===== src/rtl/types_pkg.sv =====
// Shared types for the experiment front end: conditioned input bundle,
// phase-lock states and the run-time tuning parameters.
package types_pkg;

    localparam int DEBOUNCE_W_DEF = 16;
    localparam int PERIOD_W_DEF   = 24;

    typedef struct packed {
        logic start;
        logic fg_opto;
        logic wire_sensor;
        logic detector_ready;
        logic phase;
    } input_signals_t;

    typedef enum logic [1:0] {
        IDLE    = 2'd0,
        MEASURE = 2'd1,
        LOCKED  = 2'd2
    } phase_lock_state_t;

    typedef struct packed {
        logic [DEBOUNCE_W_DEF-1:0] debounce_len;
        logic [PERIOD_W_DEF-1:0]   phase_tol;
    } parameters_t;

endpackage


===== src/rtl/sync_debounce.sv =====
// One slow field input: reset-to-0 synchronizer chain followed by a
// counting debounce filter with a registered output.
module sync_debounce #(
    parameter int SYNC_STAGES = 2,
    parameter int DEBOUNCE_W  = 16
) (
    input  logic                  clock,
    input  logic                  reset,
    input  logic                  raw,
    input  logic [DEBOUNCE_W-1:0] debounce_len,
    output logic                  clean
);

    localparam logic [DEBOUNCE_W-1:0] CNT_ONE = DEBOUNCE_W'(1'b1);

    logic [SYNC_STAGES-1:0] sync_r;
    logic [DEBOUNCE_W-1:0]  cnt_r;
    logic                   clean_r;
    logic                   synced_s;

    assign synced_s = sync_r[SYNC_STAGES-1];
    assign clean    = clean_r;

    // Synchronizer chain into the clock domain
    always_ff @(posedge clock or negedge reset) begin
        if (!reset) begin
            sync_r <= '0;
        end else begin
            sync_r <= {sync_r[SYNC_STAGES-2:0], raw};
        end
    end

    // Debounce: output flips only after the input has differed for debounce_len+1 samples
    always_ff @(posedge clock or negedge reset) begin
        if (!reset) begin
            cnt_r   <= '0;
            clean_r <= 1'b0;
        end else if (synced_s == clean_r) begin
            cnt_r   <= '0;
        end else if (cnt_r >= debounce_len) begin
            clean_r <= synced_s;
            cnt_r   <= '0;
        end else begin
            cnt_r   <= cnt_r + CNT_ONE;
        end
    end

endmodule


===== src/rtl/input_conditioner.sv =====
// Field-input front end: synchronizes and debounces the slow channels,
// measures the phase-reference period and tracks phase lock.
module input_conditioner
    import types_pkg::*;
#(
    parameter int SYNC_STAGES = 2,
    parameter int DEBOUNCE_W  = DEBOUNCE_W_DEF,
    parameter int PERIOD_W    = PERIOD_W_DEF,
    parameter int LOCK_COUNT  = 4
) (
    input  logic                  clock,
    input  logic                  reset,
    input  logic                  raw_start,
    input  logic                  raw_fg_opto,
    input  logic                  raw_wire_sensor,
    input  logic                  raw_detector_ready,
    input  logic                  raw_phase,
    input  logic [DEBOUNCE_W-1:0] debounce_len,
    input  logic [PERIOD_W-1:0]   phase_tol,
    output input_signals_t        cond,
    output logic [PERIOD_W-1:0]   phase_period,
    output logic                  phase_locked,
    output logic                  phase_lost
);

    localparam int MW = $clog2(LOCK_COUNT + 1);
    localparam logic [MW-1:0]       MATCH_ONE  = MW'(1'b1);
    localparam logic [MW-1:0]       LOCK_LAST  = MW'(LOCK_COUNT - 1);
    localparam logic [PERIOD_W-1:0] PCNT_ONE   = PERIOD_W'(1'b1);
    localparam logic [PERIOD_W-1:0] PCNT_MAX   = {PERIOD_W{1'b1}};
    localparam logic [PERIOD_W:0]   WIDE_ONE   = (PERIOD_W + 1)'(1'b1);

    function automatic logic [PERIOD_W:0] abs_diff(input logic [PERIOD_W:0] a,
                                                   input logic [PERIOD_W:0] b);
        if (a >= b) begin
            abs_diff = a - b;
        end else begin
            abs_diff = b - a;
        end
    endfunction

    logic start_s, fg_opto_s, wire_sensor_s, detector_ready_s;

    sync_debounce #(.SYNC_STAGES(SYNC_STAGES), .DEBOUNCE_W(DEBOUNCE_W)) u_start (
        .clock(clock), .reset(reset), .raw(raw_start),
        .debounce_len(debounce_len), .clean(start_s));
    sync_debounce #(.SYNC_STAGES(SYNC_STAGES), .DEBOUNCE_W(DEBOUNCE_W)) u_fg_opto (
        .clock(clock), .reset(reset), .raw(raw_fg_opto),
        .debounce_len(debounce_len), .clean(fg_opto_s));
    sync_debounce #(.SYNC_STAGES(SYNC_STAGES), .DEBOUNCE_W(DEBOUNCE_W)) u_wire_sensor (
        .clock(clock), .reset(reset), .raw(raw_wire_sensor),
        .debounce_len(debounce_len), .clean(wire_sensor_s));
    sync_debounce #(.SYNC_STAGES(SYNC_STAGES), .DEBOUNCE_W(DEBOUNCE_W)) u_detector_ready (
        .clock(clock), .reset(reset), .raw(raw_detector_ready),
        .debounce_len(debounce_len), .clean(detector_ready_s));

    logic [SYNC_STAGES-1:0] psync_r;
    logic                   phase_r;
    logic                   rise_s;
    logic [PERIOD_W-1:0]    pcnt_r;
    logic [PERIOD_W-1:0]    ref_period_r;
    logic [PERIOD_W-1:0]    phase_period_r;
    logic [MW-1:0]          match_r;
    logic                   first_r;
    logic                   locked_r;
    logic                   lost_r;
    phase_lock_state_t      state_r;

    logic [PERIOD_W:0]      period_s;
    logic [PERIOD_W-1:0]    period_clip_s;
    logic [PERIOD_W:0]      dev_s;
    logic [PERIOD_W:0]      limit_s;
    logic                   in_tol_s;
    logic                   missed_s;
    logic                   pcnt_sat_s;

    assign cond = '{start:          start_s,
                    fg_opto:        fg_opto_s,
                    wire_sensor:    wire_sensor_s,
                    detector_ready: detector_ready_s,
                    phase:          phase_r};
    assign phase_period = phase_period_r;
    assign phase_locked = locked_r;
    assign phase_lost   = lost_r;
    assign rise_s       = psync_r[SYNC_STAGES-1] & ~phase_r;

    // Phase reference synchronizer plus the delay flop used for edge detection
    always_ff @(posedge clock or negedge reset) begin
        if (!reset) begin
            psync_r <= '0;
            phase_r <= 1'b0;
        end else begin
            psync_r <= {psync_r[SYNC_STAGES-2:0], raw_phase};
            phase_r <= psync_r[SYNC_STAGES-1];
        end
    end

    // Saturating cycles-since-last-edge counter
    always_ff @(posedge clock or negedge reset) begin
        if (!reset) begin
            pcnt_r <= '0;
        end else if (rise_s) begin
            pcnt_r <= '0;
        end else if (pcnt_r != PCNT_MAX) begin
            pcnt_r <= pcnt_r + PCNT_ONE;
        end else begin
            pcnt_r <= pcnt_r;
        end
    end

    // Period, deviation and missed-edge evaluation, all one bit wider to avoid wrap
    always_comb begin
        period_s      = {1'b0, pcnt_r} + WIDE_ONE;
        period_clip_s = pcnt_r;
        if (period_s[PERIOD_W]) begin
            period_clip_s = PCNT_MAX;
        end else begin
            period_clip_s = period_s[PERIOD_W-1:0];
        end
        dev_s      = abs_diff(period_s, {1'b0, ref_period_r});
        limit_s    = {1'b0, ref_period_r} + {1'b0, phase_tol};
        in_tol_s   = (dev_s <= {1'b0, phase_tol});
        missed_s   = ({1'b0, pcnt_r} > limit_s);
        pcnt_sat_s = (pcnt_r == PCNT_MAX);
    end

    // Lock FSM with registered period, lock and loss outputs
    always_ff @(posedge clock or negedge reset) begin
        if (!reset) begin
            state_r        <= IDLE;
            ref_period_r   <= '0;
            phase_period_r <= '0;
            match_r        <= '0;
            first_r        <= 1'b0;
            locked_r       <= 1'b0;
            lost_r         <= 1'b0;
        end else begin
            lost_r <= 1'b0;
            if (rise_s && (state_r != IDLE)) begin
                phase_period_r <= period_clip_s;
            end
            case (state_r)
                IDLE: begin
                    locked_r <= 1'b0;
                    if (rise_s) begin
                        match_r <= '0;
                        first_r <= 1'b1;
                        state_r <= MEASURE;
                    end
                end
                MEASURE: begin
                    if (rise_s) begin
                        if (first_r || !in_tol_s) begin
                            ref_period_r <= period_clip_s;
                            match_r      <= '0;
                            first_r      <= 1'b0;
                        end else if (match_r == LOCK_LAST) begin
                            match_r  <= match_r + MATCH_ONE;
                            locked_r <= 1'b1;
                            state_r  <= LOCKED;
                        end else begin
                            match_r <= match_r + MATCH_ONE;
                        end
                    end else if (pcnt_sat_s) begin
                        state_r <= IDLE;
                    end
                end
                LOCKED: begin
                    if (rise_s) begin
                        if (!in_tol_s) begin
                            lost_r       <= 1'b1;
                            locked_r     <= 1'b0;
                            ref_period_r <= period_clip_s;
                            match_r      <= '0;
                            first_r      <= 1'b0;
                            state_r      <= MEASURE;
                        end
                    end else if (missed_s) begin
                        lost_r   <= 1'b1;
                        locked_r <= 1'b0;
                        state_r  <= IDLE;
                    end
                end
                default: begin
                    locked_r <= 1'b0;
                    state_r  <= IDLE;
                end
            endcase
        end
    end

endmodule


===== config.mk =====
export PLATFORM = sky130hd
export DESIGN_NAME = input_conditioner
export DESIGN_NICKNAME = d
export VERILOG_FILES = /design/src/rtl/types_pkg.sv /design/src/rtl/sync_debounce.sv /design/src/rtl/input_conditioner.sv
export SDC_FILE = /design/constraint.sdc
export NUM_CORES = 1
export LEC_CHECK = 0
export CORE_MARGIN = 2
export CORE_UTILIZATION = 45
export DETAILED_ROUTE_END_ITERATION = 16
export GPL_TIMING_DRIVEN = 1
export PLACE_DENSITY = 0.72
export SETUP_SLACK_MARGIN = 0.2
export SLEW_MARGIN = 10
export SYNTH_ARGS = -nofsm -noshare
export SYNTH_HDL_FRONTEND = slang
export SYNTH_SLANG_ARGS = --single-unit

===== constraint.sdc =====
create_clock -name clock -period 6.6 [get_ports clock]
set_input_delay 0.99 -clock clock [delete_from_list [all_inputs] [get_ports clock]]
set_output_delay 0.99 -clock clock [all_outputs]
set_load 0.005 [all_outputs]

* Word level (Yosys, flattened, before mapping) *
Cells that the tools add are included.
Widths: inputs -> output; s select.

word-level totals
  bits of input ports = 47
  memory bits (read-only) = 0
  register bits after elaboration = 159
  memories = 0
  bits in writable memories = 0
  output and inout port bits = 31
  logic and storage cells = 131
  bits in latches = 0

cells by class
  multipliers = 0
  add/sub/neg operators = 10
  reductions and logical operators = 17
  multiplexer cells = 48
  magnitude comparators = 7
  shift-type cells = 0
  div/mod/pow operators = 0
  eq/ne operators = 21
  bitwise logic cells = 6

operator list
  kind                   number
  $mux 24                7
  $mux 16                8
  $add 16x1->16 const B  4
  $ge 16x16->1           4
  $pmux 24 s2            1
  $add 24x1->25 const B  1
  $add 24x24->25         1
  $ge 25x24->1           1
  $gt 24x25->1           1
  $le 25x24->1           1
  $mux 25                1
  $sub 24x25->25         1
  $sub 25x24->25         1
  $add 24x1->24 const B  1
  $eq 24x24->1 const B   1
  $ne 24x24->1 const B   1
  $mux 2                 8
  $mux 3                 5
  $ne 3x3->1 const B     5
  $reduce_and 5->1       3
  $mux 1                 14
  $ne 2x2->1 const B     7
  $reduce_and 6->1       2
  $pmux 3 s3             1
  17 further kinds       29

* Logic depth before layout (Yosys ltp) *
  depth in word-level cells = 9
  gate-level depth with buffers = 32
  mapped depth without buffers = 30

* Modules after synthesis *
A second synthesis with hierarchy kept.

unflattened totals
  cell total of the unflattened synthesis = 1568
  area total of the unflattened synthesis = 13460.4 sq um

by module, submodules not included
  module                                 instances  area an instance (sq um)  cells each
  input_conditioner                      1          8493.1                    1041
  sync_debounce at u_detector_ready ...  3          1231.2                    133
  sync_debounce at u_wire_sensor         1          1273.7                    128

* Worst setup path before layout *
No wires, ideal clock.

  path type = register to register
  start = register pcnt_r[0]
  end = register state_r[0]
  setup slack = 0.765 ns
  stages on the path, launching flop included = 29
  data required time = 6.472 ns
  period minus slack after synthesis = 5.835 ns
  path buffers = 2
  data arrival time = 5.708 ns
  cells stage by stage = dfrtp_1 ha_1 and2_1 and4_4 and2_1 buf_2 and4_1 xnor2_1 inv_1 ha_1 buf_2 nand4_1 nor4_1 a221oi_2 nand2_1 mux2_2 o31ai_2 a221oi_2 xnor2_1 ha_1 a2111oi_0 o21ai_0 and2_1 a211oi_2 o21ai_2 o21ai_2 nand3_2 o211ai_1 mux2_1

between the ends
  word-level cells in the longest chain between the ends = 8
  elaborated cells on any way between the ends = 15
  those cells by class = 3 x add/sub; 3 x order compare; 5 x eq/ne; 1 x mux; 3 x reduce/logical

RTL lines
  element                                 line                      text
  from (decl)                             input_conditioner.sv:60   logic [PERIOD_W-1:0] pcnt_r;
  from (signal assigned)                  input_conditioner.sv:105  pcnt_r <= pcnt_r + PCNT_ONE;
  from (signal assigned)                  input_conditioner.sv:107  pcnt_r <= pcnt_r;
  $add 24x1->25                           input_conditioner.sv:113  period_s = {1'b0, pcnt_r} + WIDE_ONE;
  $sub 24x25->25 (tied with other cells)  input_conditioner.sv:38   abs_diff = b - a;
  $mux 25                                 input_conditioner.sv:35   if (a >= b) begin
  $le 25x24->1                            input_conditioner.sv:122  in_tol_s = (dev_s <= {1'b0, phase_tol});
  $logic_not 1->1                         -
  $logic_or 1x1->1                        input_conditioner.sv:153  if (first_r || !in_tol_s) begin
  $ne 3x3->1 (no line)                    -
  $reduce_and 6->1 (no line) *            -
  to (signal assigned)                    input_conditioner.sv:148  state_r <= MEASURE;
  to (signal assigned)                    input_conditioner.sv:160  state_r <= LOCKED;
  to (signal assigned)                    input_conditioner.sv:165  state_r <= IDLE;
  to (decl)                               input_conditioner.sv:67   phase_lock_state_t state_r;

Every way passes the cells marked *; elsewhere a longest branch is shown, timed or not.
A chain may end at the register's enable or synchronous reset.

* Worst setup path after layout *
Same ends and word-level chain as after synthesis.

==> flow_summary.ini <==
[worst_setup_path]
worstPathMaxFanout = 7
startpoint_type = flop
startpoint = pcnt_r[0]$_DFFE_PN0P_
r2r-end = state_r[0]$_DFFE_PN0P_
r2r_slack_ns = 0.36
r2r_cells = 26
critPathKind = reg -> reg
end_kind = flop
cp.arrival_ns = 6.56
worstPathRequired_ns = 6.92
r2r-start = pcnt_r[0]$_DFFE_PN0P_

[yosys]
yosys.area.top_type_share_pct = 30.3
netlist_top_cells_count = ha_1 (196), nor2_1 (182), dfrtp_1 (159)
async_flop_share_pct = 100
ys_ff_latch = 159
avgSynthCellArea_um2 = 8.67
ys.flop_type = dfrtp_1
ys_seq_area_share_pct = 30.3
syn-num-nets = 1760
synth_top_cell_by_area = dfrtp_1
post-synth-top-count-cell = ha_1
syn_inst = 1514
synth_area_leaders = dfrtp_1 (30%), ha_1 (19%), nor2_1 (5.2%), a21oi_1 (5.0%), xor2_1 (4.8%)
syn_area_mm2 = 0.0131
synth_edf_count = 0
synth.distinct_cells = 73
yosysWarnings = 0

[cts]
hold_buffers = 0
cts_tree = built
clk_pin_slew_ns = 0.07
cts.sinks = 159
cts_buffer_depth = 2
clock_tree.root_cell = clkbuf_16
cts_max_level = 4
cts_made_buffers = 17
insertion_delay_ns = 0.44

[pwr]
p_leak_nw = 7.83
peakVddDrop_uv = 260
power_mw = 6.25
power.density_mw_per_mm2 = 402

[global_route]
grt_max_degree = 96
grt_usage_pct = 24.4
overflow = 0
antenna_found_initial = 0
grt_pass1_vias = 11300
grt_pass1_wl_mm = 59.0

[detailed_routing]
first_iter_violations = 910
dr.pass1.iters = 5
drc_errors = 0
ant_nets = 0
routed_via_density = 5.58
num_vias = 11400
drt_wl_total_mm = 37.3
avgRoutedWirePerCell_um = 18.3

[die]
ios = 78
core_area_mm2 = 0.0287
die_y_um = 175
start_util_pct = 45.7
std_cell_rows = 62
die_area_mm2 = 0.0306
die_w_um = 175

[sta]
setup_viol = 0
max_freq_ghz = 0.160
worstMarginPinSlew_ns = 0.947
slew-limit-headroom_pct = 36.7
finalHoldViolCount = 0
fin_worst_skew_ns = 0.0114
worst_slack_ns = 0.358
rsz0062_at_grt = no
min_period_over_period_pct = 94.6
drv_slew = 0
min_period_ns = 6.24

[placement]
place_hpwl_mm = 29.1
pre_cts_slack_ns = -0.126
routabilityCongestion = 0.977
portBuffers = 77
dp_cells = 1985

[run_status]
outcome = finished, final reports clean

[worst_hold_path]
hold_depth = 0
hold_end = psync_r[1]$_DFF_PN0_
holdCritPathClass = reg -> reg
hold_start = psync_r[0]$_DFF_PN0_

[layout]
area_growth_pct = 18.4
drive_gt1_share_pct = 11.1
final_util_pct = 54.2
fin_cells = 2039
fin_nets = 1888
diodes = 0

[run]
cap_viol_max_count = 0
==> layout by cell type (no fill, tap or decap), types with 17 or more instances in the layout <==
cell,n
dfrtp_1,158
nand4_1,27
o21a_1,17
inv_1,126
clkdlybuf4s50_1,76
o21bai_1,18
nor2_1,180
a21o_1,49
nand3_1,45
ha_1,192
nand2_1,96
o21ai_0,64
clkbuf_16,17
buf_4,78
xnor2_1,51
a21oi_1,126
xor2_1,71
and3_1,30
==> stage by stage <==
stage / TNS [ns] / area (µm²) / hold slack (ns)
2_1_floorplan: 0 / 13100 / 0.331
3_3_place_gp: -0.0623 / 14600 / 0.333
3_5_place_dp: -0.180 / 14600 / 0.337
4_1_cts: 0 / 15200 / 0.352
5_1_grt: 0 / 15500 / 0.361
6_report: 0 / 15500 / 0.356
==> cell families (layout without fill, tap and decap cells) <==
logic type | Yosys count | after routing | share of synthesized area [%]
simple gates | 471 | 472 | 17.3
compound gates | 366 | 366 | 17.8
fa+ha+maj | 199 | 199 | 19.1
buf+inv | 177 | 317 | 5.69
flops | 159 | 159 | 30.3
xor+xnor | 127 | 127 | 8.47
mux | 15 | 15 | 1.22
==> how the worst max path moves through the flow <==
| stage | endpoint | slack, ns | cells after the start |
|---|---|---|---|
| after floorplan | state_r[0]$_DFFE_PN0P_ | 0.76 | 28 |
| after global placement | state_r[0]$_DFFE_PN0P_ | -0.06 | 24 |
| after detailed placement | state_r[0]$_DFFE_PN0P_ | -0.13 | 24 |
| after CTS | state_r[0]$_DFFE_PN0P_ | 0.23 | 29 |
| after global routing | state_r[0]$_DFFE_PN0P_ | 0.14 | 27 |
| final | state_r[0]$_DFFE_PN0P_ | 0.36 | 26 |
==> where the power goes <==
part	total, mW	switching (mW)	internal (mW)
sequential	1.18	0.0914	1.09
clock	0.952	0.445	0.507
combinational	4.12	2.21	1.90
==> layout make-up <==
class | count | area [µm²]
clock inverters | 13 | 121
repair buffers | 159 | 1410
flip-flops and latches | 159 | 3980
well taps | 384 | 480
clock buffers | 19 | 443
inverters | 126 | 473
fillers | 2602 | 13200
multi-input cells | 1179 | 8630
==> worst max-delay path, cell delays in order (launching register included) <==
cell	delay, ns
dfrtp_2	0.43
ha_2	0.21
and2_1	0.17
and4_4	0.20
and2_4	0.17
buf_4	0.14
xor2_2	0.16
ha_1	0.47
nand4_1	0.25
nor4_4	0.41
a221oi_4	0.14
buf_6	0.17
nand2_2	0.10
mux2_2	0.37
o31ai_4	0.37
xnor2_2	0.11
ha_1	0.32
nand4_1	0.14
inv_1	0.05
a221o_1	0.31
o211a_1	0.22
a211oi_2	0.26
o21ai_4	0.17
o21ai_2	0.21
nand3_2	0.11
o211ai_1	0.12
mux2_1	0.33
==> registers in the layout (all words and copies together) (netlist names), 3 cells and up <==
name and cells:
u_start.cnt_r 16, ref_period_r 24, match_r 3, u_fg_opto.cnt_r 16, u_detector_ready.cnt_r 16, u_wire_sensor.cnt_r 16, phase_period 24, pcnt_r 24
==> per-layer routing <==
layer	share of wire [%]	wire, µm	vias to the layer above	GRT usage [%]
met1	44	16400	5411	32.6
met2	47	17400	360	39.8
met5	0	0	-	0
met4	3.1	1150	0	8.96
met3	6.2	2330	74	4.11
li1	-	-	5529	-
==> timing repair <==
action                     in CTS  in global routing
cloned                          0                  1
setup buffers                   0                 21
resized for setup              10                 39
setup endpoints to repair      31                 32
pin swaps                       0                 19
(Power assumes the default switching activity.)
